**src/rtl/lvds_pixel_tx.sv**
```systemverilog
// 7:1 FPD-Link / OpenLDI LVDS transmitter core: one pixel per 7 bit clocks, VESA or JEIDA mapping.
// Optional underflow counter ports are enabled by defining LVDS_PIXEL_TX_UFLOW_CNT_EN.
module lvds_pixel_tx #(
    parameter int unsigned NUM_LANES = 4,
    parameter int unsigned MAP_JEIDA = 0
) (
    input  logic                 clk,
    input  logic                 rst,
    input  logic                 pix_valid,
    output logic                 pix_ready,
    input  logic                 pix_de,
    input  logic                 pix_hs,
    input  logic                 pix_vs,
    input  logic [7:0]           pix_r,
    input  logic [7:0]           pix_g,
    input  logic [7:0]           pix_b,
    output logic [NUM_LANES-1:0] ser_out,
    output logic                 clk_out,
    output logic                 underflow
`ifdef LVDS_PIXEL_TX_UFLOW_CNT_EN
    ,
    output logic [15:0]          underflow_count,
    input  logic                 underflow_clr
`endif
);

    localparam int unsigned O = (NUM_LANES == 3 || MAP_JEIDA != 0) ? 2 : 0;
    localparam int unsigned E = (MAP_JEIDA != 0) ? 0 : 6;

    logic [2:0] ph;
    logic       load;
    logic       accept;
    logic       clk_pat;

    logic       hold_full;
    logic       hold_de, hold_hs, hold_vs;
    logic [7:0] hold_r, hold_g, hold_b;
    logic       last_hs, last_vs;

    logic       src_de, src_hs, src_vs;
    logic [7:0] src_r, src_g, src_b;
    logic [6:0] wrd [4];
    logic [6:0] sr  [NUM_LANES];

    assign load   = (ph == 3'd6);
    // pix_ready is gated by rst so it reads 0 while the core is held in reset.
    assign pix_ready = !rst && (!hold_full || load);
    assign accept    = pix_valid && pix_ready;

    always_comb begin
        clk_pat = 1'b0;
        case (ph)
            3'd0, 3'd1, 3'd5, 3'd6: clk_pat = 1'b1;
            default:                clk_pat = 1'b0;
        endcase
    end

    assign clk_out = !rst && clk_pat;

    // Blank word: no DE, black, sync lines continue at their last transmitted level.
    always_comb begin
        src_de = hold_full && hold_de;
        src_hs = hold_full ? hold_hs : last_hs;
        src_vs = hold_full ? hold_vs : last_vs;
        src_r  = hold_full ? hold_r : '0;
        src_g  = hold_full ? hold_g : '0;
        src_b  = hold_full ? hold_b : '0;

        // bit s of each word is the slot transmitted while ph == s
        wrd[0] = {src_r[O], src_r[O+1], src_r[O+2], src_r[O+3], src_r[O+4], src_r[O+5], src_g[O]};
        wrd[1] = {src_g[O+1], src_g[O+2], src_g[O+3], src_g[O+4], src_g[O+5], src_b[O], src_b[O+1]};
        wrd[2] = {src_b[O+2], src_b[O+3], src_b[O+4], src_b[O+5], src_hs, src_vs, src_de};
        wrd[3] = {src_r[E], src_r[E+1], src_g[E], src_g[E+1], src_b[E], src_b[E+1], 1'b0};
    end

    always_comb begin
        for (int unsigned k = 0; k < NUM_LANES; k++) begin
            ser_out[k] = sr[k][0];
        end
    end

    always_ff @(posedge clk or posedge rst) begin
        if (rst) begin
            ph        <= '0;
            hold_full <= 1'b0;
            hold_de   <= 1'b0;
            hold_hs   <= 1'b0;
            hold_vs   <= 1'b0;
            hold_r    <= '0;
            hold_g    <= '0;
            hold_b    <= '0;
            last_hs   <= 1'b0;
            last_vs   <= 1'b0;
            underflow <= 1'b0;
            for (int unsigned k = 0; k < NUM_LANES; k++) begin
                sr[k] <= '0;
            end
        end else begin
            ph        <= load ? 3'd0 : ph + 3'd1;
            underflow <= load && !hold_full;

            if (load) begin
                for (int unsigned k = 0; k < NUM_LANES; k++) begin
                    sr[k] <= wrd[k];
                end
                if (hold_full) begin
                    last_hs <= hold_hs;
                    last_vs <= hold_vs;
                end
            end else begin
                for (int unsigned k = 0; k < NUM_LANES; k++) begin
                    sr[k] <= {1'b0, sr[k][6:1]};
                end
            end

            // An accept on the load edge refills hold after its old contents were consumed.
            if (accept) begin
                hold_full <= 1'b1;
                hold_de   <= pix_de;
                hold_hs   <= pix_hs;
                hold_vs   <= pix_vs;
                hold_r    <= pix_r;
                hold_g    <= pix_g;
                hold_b    <= pix_b;
            end else if (load) begin
                hold_full <= 1'b0;
            end
        end
    end

`ifdef LVDS_PIXEL_TX_UFLOW_CNT_EN
    always_ff @(posedge clk or posedge rst) begin
        if (rst) begin
            underflow_count <= '0;
        end else if (underflow_clr) begin
            underflow_count <= {15'd0, underflow};
        end else if (underflow && underflow_count != 16'hFFFF) begin
            underflow_count <= underflow_count + 16'd1;
        end
    end
`endif

endmodule

```
**config.mk**
```make
export PLATFORM = sky130hd
export DESIGN_NAME = lvds_pixel_tx
export DESIGN_NICKNAME = d
export VERILOG_FILES = /design/src/rtl/lvds_pixel_tx.sv
export SDC_FILE = /design/constraint.sdc
export NUM_CORES = 1
export LEC_CHECK = 0
export CAP_MARGIN = 20
export CORE_MARGIN = 2
export CORE_UTILIZATION = 35
export DETAILED_ROUTE_END_ITERATION = 7
export SLEW_MARGIN = 20
export SYNTH_ARGS = -nofsm -noshare
export SYNTH_HDL_FRONTEND = slang
export SYNTH_SLANG_ARGS = --single-unit
```
**constraint.sdc**
```tcl
create_clock -name clk -period 2.2 [get_ports clk]
set_clock_uncertainty 0.15 [all_clocks]
set_input_delay 0.22 -clock clk [delete_from_list [all_inputs] [get_ports clk]]
set_output_delay 0.22 -clock clk [all_outputs]
set_load 0.02 [all_outputs]
```
[Word level (Yosys, flattened, before mapping)]
Cells that the tools add are included.
Storage, ports and cells
  register bits after elaboration: 62
  bits in latches: 0
  bits in writable memories: 0
  memory bits (read-only): 0
  input bits: 30
  logic and storage cells: 40
  memories kept: 0
Operators by class
  $add $sub $neg: 1
  multipliers: 0
  divide/modulo/power cells: 0
  magnitude comparators: 0
  equality and inequality tests: 3
  shifts and indexed selects: 0
  mux-type cells: 10
  bitwise operators: 0
  reduce and logical (&&, ||, !) cells: 11
Operators with widths (count)
  28-bit 2-to-1 mux: 1
  8-bit 2-to-1 mux: 3
  3-bit == test (second input constant): 2
  1-bit logical AND: 5
  1-bit 2-to-1 mux: 5
  4-bit OR reduction: 1
  3-bit by 1-bit adder with 3-bit output (second input constant): 1
  3-bit by 1-bit == test with 1-bit output (second input constant): 1
  3-bit zero test: 1
  3-bit 2-to-1 mux: 1
  1-bit zero test: 2
  2-bit nonzero test: 1
  1-bit logical OR: 1

[Longest topological paths before layout]
Gate-level depths: netlist of the first run.
  depth in word-level cells: 5
  mapped depth: 5

[Worst setup path before layout of the first run]
Ideal clock, no wire load.
  path type: register to register
  from: reg ph[0]
  to: reg hold_b[4]
  setup time: 125 ps
  arrival: 1450 ps
  data required time: 1925 ps
  slack: 476 ps
  stages on the path, launching flop included: 5
  path buffers: 1
  period minus slack after synthesis: 1724 ps
  path through: dfrtp_1 nand3b_2 a21oi_4 buf_6 mux2_2
Between the ends
  word-level cells in the longest chain between the ends: 4
Ends and longest elaborated chain
  start: declaration: RTL line 30  | logic [2:0] ph;
  start signal: assignment: RTL line 99  | ph <= load ? 3'd0 : ph + 3'd1;
  3-bit == test: RTL line 45  | assign load = (ph == 3'd6);
  1-bit logical OR: RTL line 47  | assign pix_ready = !rst && (!hold_full || load);
  1-bit logical AND: RTL line 47
  1-bit logical AND: RTL line 48  | assign accept = pix_valid && pix_ready;
  end signal: assignment: RTL line 124  | hold_b <= pix_b;
  end: declaration: RTL line 37  | logic [7:0] hold_r, hold_g, hold_b;
Every way passes these cells.
A chain may end at the register's enable or synchronous reset.

[Final worst setup path of the first run]
  from: reg ph[0]
  to: out clk_out
Between the ends
  word-level cells in the longest chain between the ends: 4
  elaborated cells between the ends (all ways): 7
  those cells by class: 3 x eq/ne; 1 x mux; 3 x reduce/logical
Ends and longest elaborated chain
  3-bit == test, or another cell as far along: RTL line 52  | case (ph)
  4-bit OR reduction (*): RTL line 52
  1-bit 2-to-1 mux (*): RTL line 52
  1-bit logical AND (*): RTL line 58  | assign clk_out = !rst && clk_pat;
  end: declaration: RTL line 18  | output logic clk_out,
Every way passes the cells marked *; elsewhere a longest branch is shown, timed or not.

==> key figures, run 1 <==
Clock tree
  • Buffer count from post-CTS setup fixing: 0
  • TritonCTS clock tree: done
  • Number of gates resized after cts: 2
  • Worst-path clk slew: 0.07 ns
  • Total CTS buffers: 9
  • Buffer depth of the longest clock path: 2
  • CTS H-tree lvls: 3
  • Root buf cell: clkbuf_8
  • Clock latency of the later-clocked register in the worst-skew pair: 0.33 ns
  • Number of buffers inserted by hold repair at cts: 0
  • TritonCTS sink count: 62

STA
  • Total Negative Setup Slacks: 0 ns
  • Actual slew at the worst max-slew pin: 0.5354 ns
  • FMAX: 0.5125 GHz
  • Final min period: 1.951 ns
  • Worst slew margin relative to its limit: 0.6425
  • Final setup violation count: 0
  • Final worst path period share: 0.8869
  • Slew Limit Fails: 0
  • Final Hold Viols: 0
  • RSZ-0062 raised after global routing: false

Power and ir drop
  • Static leakage power: 1.427 nW
  • Largest vdd supply drop: 0.0004718 V
  • Pwr dens: 905.5 mW/mm^2

Synth
  • Synth Instances: 200
  • Top cells by instance count after synthesis: dfrtp_1, nand2_1, mux2_2, nand3_1, clkbuf_1
  • Post-synthesis net count: 230
  • Yosys warning total: 0
  • Asr flop ratio synth: 1.000
  • Number of enable flip-flop cells after synthesis: 0
  • Post-synthesis cell type with the largest combined area: dfrtp_1
  • Distinct cell type count of the synthesized netlist: 21
  • Sequential fraction of the synthesis area: 0.6422
  • Leading register cell type out of synthesis: dfrtp_1
  • Number of register bits inferred by synthesis: 62
  • Cell types with the largest area share after synthesis: dfrtp_1, mux2_2, nand2_1
  • Area of the mapped netlist: 0.002416 mm^2
  • Yosys top cell area share: 0.6422
  • Post-Synthesis Mean Instance Area: 12.08 um^2
  • Most numerous cell in the Yosys netlist: dfrtp_1

Placement
  • Routability cong.: 0.6830
  • HPWL after detailed placement: 2616 um
  • IO Port Bufs: 36
  • Placed Instances: 309

Worst setup path
  • Critical Path RT: 1.83 ns
  • Critical Path Sink Type: output port
  • Cells traversed along the worst timing path: nand3b_2 -> a21oi_1 -> dlygate4sd2_1
  • Crit path kind: reg -> out
  • Startpoint type of the worst setup path: flip-flop
  • Critical Path AT: 1.58 ns
  • Critical path's slowest cell: dfrtp_1
  • Stage delay of the slowest cell on the critical path: 0.43 ns
  • Crit-path max FO: 6

GRT
  • Wire length of the first global-routing pass: 7258 um
  • Gr ovfl total: 0
  • Via count of the first global-routing pass: 1534
  • Largest net degree at the start of global routing: 31
  • Total track usage: 0.1255
  • Initial antenna violation count: 0

Route
  • Drt first pass iters: 4
  • Antenna viol nets, final: 0
  • Routed len/inst: 12.46 um
  • Violation count after the first detailed-route iteration: 58
  • Drt total wl: 4051 um
  • Avg Vias per Cell: 4.643
  • Detailed-route via count: 1509
  • Drt drc: 0

Final layout
  • Post-layout util: 0.4594
  • Seq. cell area: 0.001551 mm^2
  • Nets: 270
  • Area of the multi-input gates: 764.5 um^2
  • Antenna cell count: 0
  • Non-filler instance count after layout: 325
  • Fraction of final layout cells with drive strength greater than 1: 0.2286
  • Signed area change from the synthesized netlist to the final layout: 27.76%
  • Filler Cells Inserted: 638

Job
  • Maxcap violations: 0

Die
  • Height of the chip: 87.09 um
  • Std cell rows: 30
  • Area of the die: 0.007584 mm^2
  • Area of the core: 0.006719 mm^2
  • Starting density of the core: 0.3596
  • Die X: 87.09 um
  • IO Count: 37

Outcome
  • Result of the run: completed

Hold path
  • Class of the most critical hold timing path: in -> async
==> critical path, delay by kind of cell (launching register included) <==
| kind | cells | cell delay [ns] |
|---|---|---|
| buffers and inverters | 1 | 0.35 |
| and+or+nand+nor | 1 | 0.31 |
| AOI/OAI and AO/OA | 1 | 0.18 |
| DFF | 1 | 0.43 |
==> metal layers <==
layer | GRT usage | part of all wire | up-vias | wire length [um]
met4 | 0.04261 | 0.014 | 0 | 56
met1 | 0.1633 | 0.47 | 730 | 1918
met5 | 0 | 0 | - | 0
met3 | 0.04834 | 0.039 | 7 | 160
li1 | - | - | 740 | -
met2 | 0.1922 | 0.47 | 32 | 1916
==> final timing paths <==
path	cells past startpoint	end	slack [ns]	from
setup reg to reg	4	hold_g[2]	0.43	ph[0]
setup / recovery	3	clk_out	0.25	ph[0]
min in group clk	2	sr[1]	0.28	sr[2]
hold reg to reg	2	sr[1]	0.28	sr[2]
hold / removal	2	sr[1]	0.17	rst
max in group asynchronous	3	hold_r[5]	1.19	rst
==> layout make-up <==
| cell class | count | share of cell area |
|---|---|---|
| Clock buffer | 12 | 0.05026 |
| Multi-Input combinational cell | 120 | 0.2477 |
| Inverter | 2 | 0.002432 |
| Clock inverter | 4 | 0.01459 |
| Sequential cell | 62 | 0.5026 |
| Timing Repair Buffer | 45 | 0.1500 |
| Tap cell | 80 | 0.03243 |
==> placed cells by master, fill, tap and decap left out, drive strengths merged <==
cell / count
and3: 4
clkdlybuf4s50: 34
and2: 1
mux2: 29
mux2i: 3
nand2b: 1
nand2: 49
bufinv: 1
dlygate4sd2: 2
nor2: 2
a21o: 1
nand3: 21
clkinv: 3
a21oi: 4
buf: 9
inv: 2
clkbuf: 12
dfrtp: 62
nand3b: 1
o21ai: 3
and3b: 1
==> flip-flops by register name (all words and copies together), names as in the netlist <==
name / cells
sr: 24
hold_r: 8
ph: 3
hold_de: 1
hold_hs: 1
hold_full: 1
underflow: 1
last_vs: 1
hold_b: 8
hold_vs: 1
ser_out: 4
last_hs: 1
hold_g: 8
==> logic make-up (layout without fill, tap and decap cells) <==
group / after synthesis / count (layout) / share of synthesized area
buffers and inverters: 18 / 63 / 0.04143
multiplexers: 32 / 32 / 0.1476
flip-flops: 62 / 62 / 0.6422
AO/OA/AOI/OAI: 8 / 8 / 0.02227
AND/OR/NAND/NOR: 80 / 80 / 0.1466
==> through the flow <==
stage / hold WS (ns) / instance area, um^2 / setup slack [ns] / power [mW]
after detailed placement: 0.2705 / 2889 / 0.3035 / 1.844
final: 0.1739 / 3087 / 0.2488 / 2.795
after floorplan: 0.2216 / 2416 / 0.2886 / 1.709
after global placement: 0.2673 / 2889 / 0.3133 / 1.829
after CTS: 0.1803 / 3087 / 0.2297 / 2.840
after global routing: 0.2179 / 3087 / 0.1209 / 2.961
==> power by group <==
part	internal, mW	switching [mW]	leakage (nW)	total (mW)
sequential	1.37	0.0838	0.744	1.45
clock	0.579	0.405	0.106	0.984
combinational	0.211	0.147	0.577	0.358
(Power assumes the default switching activity.)
==> run 2, diff against run 1 <==
--- a/config.mk
+++ b/config.mk
@@ -9,6 +9,7 @@
 export CORE_MARGIN = 2
 export CORE_UTILIZATION = 35
 export DETAILED_ROUTE_END_ITERATION = 7
+export GPL_ROUTABILITY_DRIVEN = 0
 export SLEW_MARGIN = 20
 export SYNTH_ARGS = -nofsm -noshare
 export SYNTH_HDL_FRONTEND = slang
==> results of run 2 <==
Same layout as run 1: the final DEF is identical, and so are final timing and power.
==> run 3, diff against run 2 <==
==> constraint.sdc (replaced) <==
create_clock -name clk -period 2.2 [get_ports clk]
set_clock_uncertainty 0.15 [all_clocks]
set_input_delay 0.22 -clock clk [delete_from_list [all_inputs] [get_ports clk]]
set_output_delay 0.22 -clock clk [all_outputs]
set_load 0.1 [all_outputs]
==> run 3 against run 2 <==
Net effect: register-to-register slack got worse by 0.10 ns; largest power group unchanged; hold slack improved by 0.059 ns; critical path type unchanged; routed wire length barely moved; core utilization shrank 0.15 points.
==> key figures, run 3 (synthesis results as in run 1) <==
Placement
  • Placed Instances: 308 (-0.32%)
  • HPWL after detailed placement: 2646 um (+1.1%)
  • Worst slack after detailed placement: 0.2348 ns (-0.06875 ns)
  • IO Port Bufs: 36 (unchanged)
  • Placement-stage cell area: 0.002872 mm^2 (-0.61%)

STA
  • Slew Limit Fails: 0 (unchanged)
  • Final min period: 1.964 ns (+0.01276 ns)
  • Fin Hold WS: 0.2332 ns (+0.05938 ns)
  • Worst Setup Slack, final: 0.2361 ns (-0.01276 ns)
  • RSZ-0062 raised after global routing: false
  • Final worst path period share: 0.8927 (+0.005799)
  • Worst slew margin relative to its limit: 0.7190 (+0.07648)
  • Actual slew at the worst max-slew pin: 0.4215 ns (-0.1139 ns)
  • Final setup violation count: 0 (unchanged)
  • Total Negative Setup Slacks: 0 ns (unchanged)
  • Final Hold Viols: 0 (unchanged)
  • FMAX: 0.5092 GHz (-0.65%)

GRT
  • Wire length of the first global-routing pass: 7307 um (+0.68%)
  • Initial antenna violation count: 0 (unchanged)
  • Total track usage: 0.1279 (+0.002494)
  • Gr ovfl total: 0 (unchanged)
  • Via count of the first global-routing pass: 1547 (+0.85%)
  • Largest net degree at the start of global routing: 35 (+13%)

Worst setup path
  • Reg-to-reg endpoint: hold_g[6]
  • Critical Path AT: 1.59 ns (about the same)
  • Depth of the worst register-to-register path: 4 (unchanged)
  • Critical Path RT: 1.83 ns (about the same)
  • Startpoint type of the worst setup path: flip-flop
  • Start of the worst register-to-register path: ph[0]
  • Crit-path max FO: 9 (+3)
  • Flop2flop setup slack: 0.33 ns (-0.10 ns)
  • Critical Path Sink Type: output port
  • Crit path kind: reg -> out

Die
  • Area of the core: 0.006719 mm^2 (unchanged)
  • Area of the die: 0.007584 mm^2 (unchanged)
  • Starting density of the core: 0.3596 (unchanged)
  • Std cell rows: 30 (unchanged)
  • Die X: 87.09 um (unchanged)
  • Height of the chip: 87.09 um (unchanged)
  • IO Count: 37 (unchanged)

Final layout
  • Number of flip-flops in the largest register: 24 (unchanged)
  • Most flop-heavy register: sr
  • Fraction of final layout cells with drive strength greater than 1: 0.2664 (+0.03782)
  • Nets: 269 (-0.37%)
  • Final design area excluding fillers: 0.003077 mm^2 (-0.32%)
  • Most frequent cells in the layout: dfrtp_1, nand2_1, mux2_2, clkdlybuf4s50_1, nand3_1
  • Non-filler instance count after layout: 324 (-0.31%)
  • Commonest non-fill, non-tap cell in the layout: dfrtp_1
  • Signed area change from the synthesized netlist to the final layout: 27.34%
  • Antenna cell count: 0 (unchanged)

Job
  • Maxcap violations: 0 (unchanged)

Hold path
  • Class of the most critical hold timing path: in -> async

Clock tree
  • TritonCTS sink count: 62 (unchanged)
  • Buffer count from post-CTS setup fixing: 0 (unchanged)
  • TritonCTS clock tree: done
  • Root buf cell: clkbuf_8
  • Buffer depth of the longest clock path: 2 (unchanged)
  • Worst-path clk slew: 0.06 ns (about the same)
  • Number of buffers inserted by hold repair at cts: 0 (unchanged)
  • Clock latency of the later-clocked register in the worst-skew pair: 0.34 ns (about the same)
  • Total CTS buffers: 9 (unchanged)
  • Number of gates resized after cts: 0 (-2)
  • CTS H-tree lvls: 3 (unchanged)

Route
  • Routed len/inst: 12.49 um (+0.21%)
  • Antenna viol nets, final: 0 (unchanged)
  • Drt total wl: 4047 um (about the same)
  • Avg Vias per Cell: 4.750 (+2.3%)
  • Violation count after the first detailed-route iteration: 95 (+64%)
  • Drt drc: 0 (unchanged)
  • Drt first pass iters: 4 (unchanged)
  • Detailed-route via count: 1539 (+2.0%)

Outcome
  • Result of the run: completed

Power and ir drop
  • Combinational Power Share: 0.158 (+0.030)
  • Fraction of power spent switching nets: 0.2616 (+0.03410)
  • Fraction of power consumed by sequential logic: 0.503 (-0.017)
  • Net switching power of the design: 757.3 uW (+19%)
  • Internal: 2.137 mW (-1.0%)
  • Share of total power in the clock network: 0.339 (-0.013)
  • Pwr dens: 940.7 mW/mm^2 (+3.9%)
  • Static leakage power: 1.427 nW (about the same)
  • Largest vdd supply drop: 0.0003710 V (-21%)
==> run 3: changes by cell type in the layout (fill, tap and decap cells not counted), sizes merged <==
cell	previous run	this run
clkinvlp	0	1
bufinv	1	0
clkbuf	12	14
dlygate4sd2	2	0
buf	9	15
clkinv	3	1
clkdlybuf4s50	34	29
==> run 3: layout make-up <==
type,count,area [um^2]
Fill cell,625,3642
Clock inverter,2,12.51
Timing Repair Buffer,44,440.4
Sequential cell,62,1551
Multi-Input combinational cell,120,772.0
Clock buffer,14,192.7
Tap cell,80,100.1
Inverter,2,7.507
==> run 3: power by group through the flow <==
stage / combinational (mW) / clock, mW / sequential (mW)
finish: 0.457 / 0.981 / 1.46
global route: 0.505 / 1.06 / 1.49
CTS: 0.468 / 1.01 / 1.46
detailed placement: 0.467 / 0 / 1.48
global placement: 0.455 / 0 / 1.47
floorplan: 0.351 / 0 / 1.46
==> run 3: how the worst max path moves through the flow <==
stage	start	endpoint	slack [ns]	cells after the start
3_3_place_gp	rst	hold_g[6]	0.28	5
2_1_floorplan	ph[0]	clk_out	0.02	3
4_1_cts	ph[0]	pix_ready	0.20	3
3_5_place_dp	rst	hold_b[6]	0.23	5
5_1_grt	ph[0]	clk_out	0.15	3
6_report	ph[0]	pix_ready	0.24	3
==> run 3: metal layers <==
metal / share of wire / up-vias / track usage
met3: 0.034 / 12 / 0.02938
met4: 0.036 / 0 / 0.08523
met5: 0 / - / 0
li1: - / 737 / -
met2: 0.48 / 31 / 0.1929
met1: 0.45 / 759 / 0.1642
==> run 3: critical path, stage by stage, from the launching register on <==
cell,delay (ns)
dfrtp_1,0.43
nand3b_2,0.37
a21oi_2,0.26
buf_12,0.19
==> run 3: per-stage QoR <==
step / util / total power, mW
finish: 0.4579 / 2.894
global route: 0.4579 / 3.055
CTS: 0.4579 / 2.938
detailed placement: 0.4274 / 1.948
global placement: 0.4274 / 1.929
floorplan: - / 1.811
